[config.mk]
export PLATFORM = sky130hd
export DESIGN_NAME = handshake_elastic_fifo
export DESIGN_NICKNAME = d
export VERILOG_FILES = /design/src/rtl/handshake_elastic_fifo_pkg.sv /design/src/rtl/handshake_elastic_fifo_storage.sv /design/src/rtl/handshake_elastic_fifo.sv
export SDC_FILE = /design/constraint.sdc
export NUM_CORES = 1
export LEC_CHECK = 0
export BUFFER_PORTS_ARGS = -buffer_cell sky130_fd_sc_hd__buf_2
export CAP_MARGIN = 40
export CELL_PAD_IN_SITES_DETAIL_PLACEMENT = 1
export CELL_PAD_IN_SITES_GLOBAL_PLACEMENT = 2
export CORE_MARGIN = 2
export CORE_UTILIZATION = 30
export CTS_CLUSTER_DIAMETER = 200
export DETAILED_ROUTE_END_ITERATION = 16
export PLACE_DENSITY = 0.62
export RECOVER_POWER = 25
export SLEW_MARGIN = 0
export SYNTH_ARGS = -nofsm -noshare
export SYNTH_HDL_FRONTEND = slang
export SYNTH_SLANG_ARGS = --single-unit
[constraint.sdc]
create_clock -name clk -period 2.7 [get_ports clk]
set_input_delay 0 -clock clk [delete_from_list [all_inputs] [get_ports clk]]
set_output_delay 0 -clock clk [all_outputs]
set_load 0.01 [all_outputs]
[src/rtl/handshake_elastic_fifo_pkg.sv]
// Shared definitions for the handshake elastic FIFO: pointer sizing helper and
// the legal range of the NUM_SLOTS parameter.
package handshake_pkg;

  // Smallest and largest supported storage depth (inclusive).
  localparam int MIN_SLOTS = 2;
  localparam int MAX_SLOTS = 256;

  // Bits needed to index n distinct values (never less than 1).
  function automatic int ptr_width(input int n);
    return (n <= 2) ? 1 : $clog2(n);
  endfunction

  // True when n is a supported storage depth.
  function automatic bit slots_legal(input int n);
    return (n >= MIN_SLOTS) && (n <= MAX_SLOTS);
  endfunction

endpackage

[src/rtl/handshake_elastic_fifo_storage.sv]
// Register-file storage for the elastic FIFO: one synchronous write port and
// one asynchronous read port. Contents are deliberately left unreset.
module handshake_fifo_storage
  import handshake_pkg::*;
#(
  parameter int DATA_WIDTH = 32,
  parameter int NUM_SLOTS  = 4,
  parameter int PTR_W      = ptr_width(NUM_SLOTS)
) (
  input  logic                  clk,
  input  logic                  wr_en_i,
  input  logic [PTR_W-1:0]      wr_addr_i,
  input  logic [DATA_WIDTH-1:0] wr_data_i,
  input  logic [PTR_W-1:0]      rd_addr_i,
  output logic [DATA_WIDTH-1:0] rd_data_o
);

  logic [DATA_WIDTH-1:0] mem_q [NUM_SLOTS];

  // Write the incoming token into the addressed slot.
  always_ff @(posedge clk) begin
    if (wr_en_i) begin
      mem_q[wr_addr_i] <= wr_data_i;
    end
  end

  // Head-of-queue read is combinational so the token is visible the cycle after its write.
  assign rd_data_o = mem_q[rd_addr_i];

endmodule

[src/rtl/handshake_elastic_fifo.sv]
// Elastic valid/ready FIFO with a circular buffer of NUM_SLOTS entries
// (any depth in 2..256, not restricted to powers of two).
// Optional feature: define HANDSHAKE_FIFO_BYPASS_EN to let a token pass straight
// from ins to outs in the same cycle when the FIFO is empty.
// ins_ready depends only on registered occupancy and rst, never on outs_ready,
// so a full FIFO cannot accept a token in the same cycle that it drains one.
module handshake_elastic_fifo
  import handshake_pkg::*;
#(
  parameter int DATA_WIDTH = 32,
  parameter int NUM_SLOTS  = 4
) (
  input  logic                  clk,
  input  logic                  rst,
  input  logic [DATA_WIDTH-1:0] ins,
  input  logic                  ins_valid,
  output logic                  ins_ready,
  output logic [DATA_WIDTH-1:0] outs,
  output logic                  outs_valid,
  input  logic                  outs_ready
);

  localparam int PTR_W = ptr_width(NUM_SLOTS);
  localparam int CNT_W = ptr_width(NUM_SLOTS + 1);
  localparam logic [PTR_W-1:0] LAST_IDX = PTR_W'(NUM_SLOTS - 1);
  localparam logic [CNT_W-1:0] FULL_CNT = CNT_W'(NUM_SLOTS);

  logic [PTR_W-1:0]      wr_ptr_q, wr_ptr_d;
  logic [PTR_W-1:0]      rd_ptr_q, rd_ptr_d;
  logic [CNT_W-1:0]      count_q, count_d;
  logic [DATA_WIDTH-1:0] rd_data;
  logic                  empty, full, push, wr_en, rd_en;

  assign empty     = (count_q == '0);
  assign full      = (count_q == FULL_CNT);
  assign ins_ready = !full && !rst;
  assign push      = ins_valid && ins_ready;

`ifdef HANDSHAKE_FIFO_BYPASS_EN
  // Empty FIFO: present the upstream token directly; only store it if downstream stalls.
  assign outs_valid = empty ? (ins_valid && !rst) : 1'b1;
  assign outs       = empty ? ins : rd_data;
  assign wr_en      = push && !(empty && outs_ready);
`else
  assign outs_valid = !empty;
  assign outs       = rd_data;
  assign wr_en      = push;
`endif

  // A stored token leaves only when downstream accepts it outside reset.
  assign rd_en = !empty && outs_ready && !rst;

  handshake_fifo_storage #(
    .DATA_WIDTH (DATA_WIDTH),
    .NUM_SLOTS  (NUM_SLOTS),
    .PTR_W      (PTR_W)
  ) u_storage (
    .clk       (clk),
    .wr_en_i   (wr_en),
    .wr_addr_i (wr_ptr_q),
    .wr_data_i (ins),
    .rd_addr_i (rd_ptr_q),
    .rd_data_o (rd_data)
  );

  // Advance pointers with explicit wrap at NUM_SLOTS-1 and track occupancy.
  always_comb begin
    wr_ptr_d = wr_ptr_q;
    rd_ptr_d = rd_ptr_q;
    count_d  = count_q;
    if (wr_en) begin
      wr_ptr_d = (wr_ptr_q == LAST_IDX) ? '0 : wr_ptr_q + PTR_W'(1);
    end
    if (rd_en) begin
      rd_ptr_d = (rd_ptr_q == LAST_IDX) ? '0 : rd_ptr_q + PTR_W'(1);
    end
    case ({wr_en, rd_en})
      2'b10:   count_d = count_q + CNT_W'(1);
      2'b01:   count_d = count_q - CNT_W'(1);
      default: count_d = count_q;
    endcase
  end

  // Control state register; reset drops every buffered token.
  always_ff @(posedge clk) begin
    if (rst) begin
      wr_ptr_q <= '0;
      rd_ptr_q <= '0;
      count_q  <= '0;
    end else begin
      wr_ptr_q <= wr_ptr_d;
      rd_ptr_q <= rd_ptr_d;
      count_q  <= count_d;
    end
  end

endmodule

==> summary.md <==
| Metric | Value |
|---|---|
| Status | `finished clean` |
| RR Endpoint | `count_q[2]` |
| Vias per cell | `4.362` |
| Synthesized instance count | `219` |
| Grt ovf | `0` |
| Cells after DPL | `511` |
| Slowest CP cell | `dfxtp_1` |
| Clock transition at path regs | `0.06 ns` |
| Crit-path max cell delay | `0.39 ns` |
| Tcrit/Tclk final | `80.25%` |
| CTS max path bufs | `2` |
| Final count of hold timing violations | `0` |
| Setup Buffers After CTS | `0` |
| R2R depth | `9` |
| Reg2reg setup slack | `0.53 ns` |
| Initial antenna violation count | `0` |
| Hold WC Path Type | `in2reg` |
| DP Area | `0.005789 mm2` |
| CP top delay family | `simple AND/OR/NAND/NOR gates` |
| Area of the core | `0.01664 mm2` |
| Routed wire per std cell | `17.14 um` |
| Unique cell type count in the Yosys netlist | `22` |
| Vias | `2517` |
| Leak pwr | `0.002262 uW` |
| Largest net degree at the start of global routing | `22` |
| Vias in the first global route | `2744` |
| Warnings from Yosys | `0` |
| Post-Syn Area per Cell | `23.45 um2` |
| # setup viols final | `0` |
| CTS H-Tree Depth | `4` |
| Count of input and output buffers | `69` |
| Fin. max-slew vios | `0` |
| Final worst slack | `0.5334 ns` |
| Aggregate routed wire length | `9887 um` |
| Post-DP HPWL | `6158 um` |
| Clock Skew | `0.005631 ns` |
| Clk_lat worst skew | `0.41 ns` |
| Register area share after synthesis | `78.34%` |
| Critical path cell sequence | `nor3b_2, nor3b_4, inv_1, ha_1, inv_1, fa_1, xor2_1, or3_1, a21oi_1` |
| Most used cell, CP | `inv_1` |
| #FFs+latches synth | `137` |
| Synthesis-to-layout area growth | `30.67%` |
| Crit path arrival time | `2.51 ns` |
| CP max FO | `7` |
| Gr usage total | `11.81%` |
| # nets final | `387` |
| WHS Path Cells | `3` |
| # clock sinks | `137` |
| FP Rows | `47` |
| Worst hold path endpoint | `wr_ptr_q[0]` |
| Syn Nets | `262` |
| Antenna Cells | `0` |
| Pre-CTS setup slack | `0.5244 ns` |
| Worst vdd ir | `0.0004038 V` |
| RSZ-0062 raised after global routing | `false` |
| Worst path bufs/invs | `2` |
| Placer congestion estimate | `0.6963` |
| Hold Crit Start | `ins_valid` |
| I/O pin cnt | `70` |
| Share of layout cells above drive strength 1 | `36.41%` |
| Die W | `134.8 um` |
| PwrDens | `787.5 mW/mm2` |
| Final instance count without filler cells | `577` |
| Crit start category | `flip-flop` |
| Worst Path Required | `3.04 ns` |
| Element type at the critical path end | `flip-flop` |
| Initial core utilization | `30.86%` |
| MaxCap Viol Count | `0` |
| Fmax | `461.5 MHz` |
| Full die area | `0.01818 mm2` |
| First-pass GRT wire length | `15450 um` |
| DRT antenna net count | `0` |
| Setup TNS | `0 ns` |
| Die height | `134.8 um` |
| Fin area | `0.006711 mm2` |
| TritonCTS clock tree | `built` |
| DRT Pass-1 Iters | `3` |
| Final min period | `2.167 ns` |
| R2R Path Start | `count_q[2]` |
| Relative slew slack | `61.22%` |
| Synth Cell Area | `0.005136 mm2` |
| CTS root buf | `clkbuf_16` |
| WS Path Type | `reg2reg` |
| Slew of the pin with the lowest slew margin | `0.5818 ns` |
| Initial DRC count | `114` |
| CTS Buf Count | `17` |
| # DRC | `0` |
-- what timing repair did --
item / in CTS / in global routing
gates resized for setup: 0 / 0
hold buffers: 34 / 0
hold endpoints to repair: 135 / 0
-- synth_stat cells --
master,count,area share (%)
buf_6,4,0.88
or3_1,2,0.24
clkbuf_2,1,0.097
nor2_1,9,0.66
nor3b_2,1,0.24
and2_2,4,0.58
buf_2,3,0.29
ha_1,6,1.5
xor2_1,2,0.34
mux2_4,2,0.58
edfxtp_1,128,75
mux4_2,32,14
o31ai_2,1,0.24
inv_1,6,0.44
dfxtp_1,9,3.5
nor3b_4,1,0.37
nand2_1,1,0.073
fa_1,1,0.39
or3_2,1,0.15
mux2i_1,1,0.19
a21oi_1,3,0.29
o21ai_0,1,0.097
-- routing by layer --
layer  vias up  part of all wire (%)  routed length [um]  global-route usage (%)
met3        15                   4.6                 456                   4.317
met2        59                    51                5032                   19.26
li1       1151                     -                   -                       -
met5         -                     0                   0                       0
met4         0                   1.6                 159                   4.035
met1      1292                    43                4238                   14.57
-- tightest hold or removal path, cell delays in order --
cell     delay, ns
buf_2         0.10
nor3b_4       0.17
mux2_4        0.19
-- final cells by class --
class / instances / area, um2
multi-input cells: 68 / 1025
clock inverters: 14 / 178.9
repair buffers: 114 / 754.5
flip-flops and latches: 137 / 4026
fillers: 1636 / 9931
inverters: 6 / 22.52
clock buffers: 18 / 429.2
well taps: 220 / 275.3
-- cell usage in the layout (no fill, tap or decap), types with 2 or more instances in the layout --
| cell type | n |
|---|---|
| dlygate4sd3_1 | 34 |
| clkbuf_1 | 22 |
| clkinv_4 | 2 |
| clkinv_2 | 2 |
| nor2_1 | 9 |
| and2_2 | 4 |
| xor2_1 | 2 |
| clkinv_1 | 4 |
| dfxtp_2 | 2 |
| ha_1 | 6 |
| buf_4 | 10 |
| inv_1 | 6 |
| dfxtp_1 | 7 |
| or3_1 | 2 |
| mux4_2 | 32 |
| buf_2 | 48 |
| mux2_4 | 2 |
| clkbuf_16 | 17 |
| a21oi_1 | 3 |
| edfxtp_1 | 128 |
| bufinv_16 | 4 |
-- cell families (layout without fill, tap and decap cells) --
family                     Yosys count  after routing  share of synthesized area (%)
muxes                               35             35                          14.81
xor gates and xnor gates             2              2                         0.3411
DFF                                137            137                          78.34
AOI/OAI and AO/OA                    5              5                         0.6332
buffers and inverters               14            152                          1.705
adders and majority gates            7              7                          1.851
and+or+nand+nor                     19             19                          2.314
-- flip-flops by register name, indices dropped and copies added (netlist names), named ones only --
| register | count |
|---|---|
| u_storage.mem_q | 128 |
| wr_ptr_q | 2 |
| count_q | 3 |
| rd_ptr_q | 2 |
-- through the flow --
stage / power (uW) / utilization (%) / hold WS, ns
global route: 5511 / 40.33 / 0.07302
finish: 5285 / 40.33 / 0.08537
CTS: 5380 / 40.49 / 0.06132
global placement: 2953 / 34.79 / 0.2140
floorplan: 2775 / - / 0.09887
detailed placement: 2963 / 34.79 / 0.2182
-- power breakdown --
group,total [uW],switching [uW],internal [uW]
registers,2460,46.0,2420
logic,475,230,246
clock network,2350,816,1530
total,5290,1090,4190
-- worst max-delay path by stage --
stage / start / end / cells after the start
after global routing: count_q[2] / count_q[2] / 9
after CTS: count_q[2] / count_q[2] / 9
after global placement: count_q[2] / count_q[2] / 9
after detailed placement: count_q[2] / count_q[2] / 9
final: count_q[2] / count_q[2] / 9
after floorplan: count_q[2] / count_q[2] / 9
(Power assumes the default switching activity.)
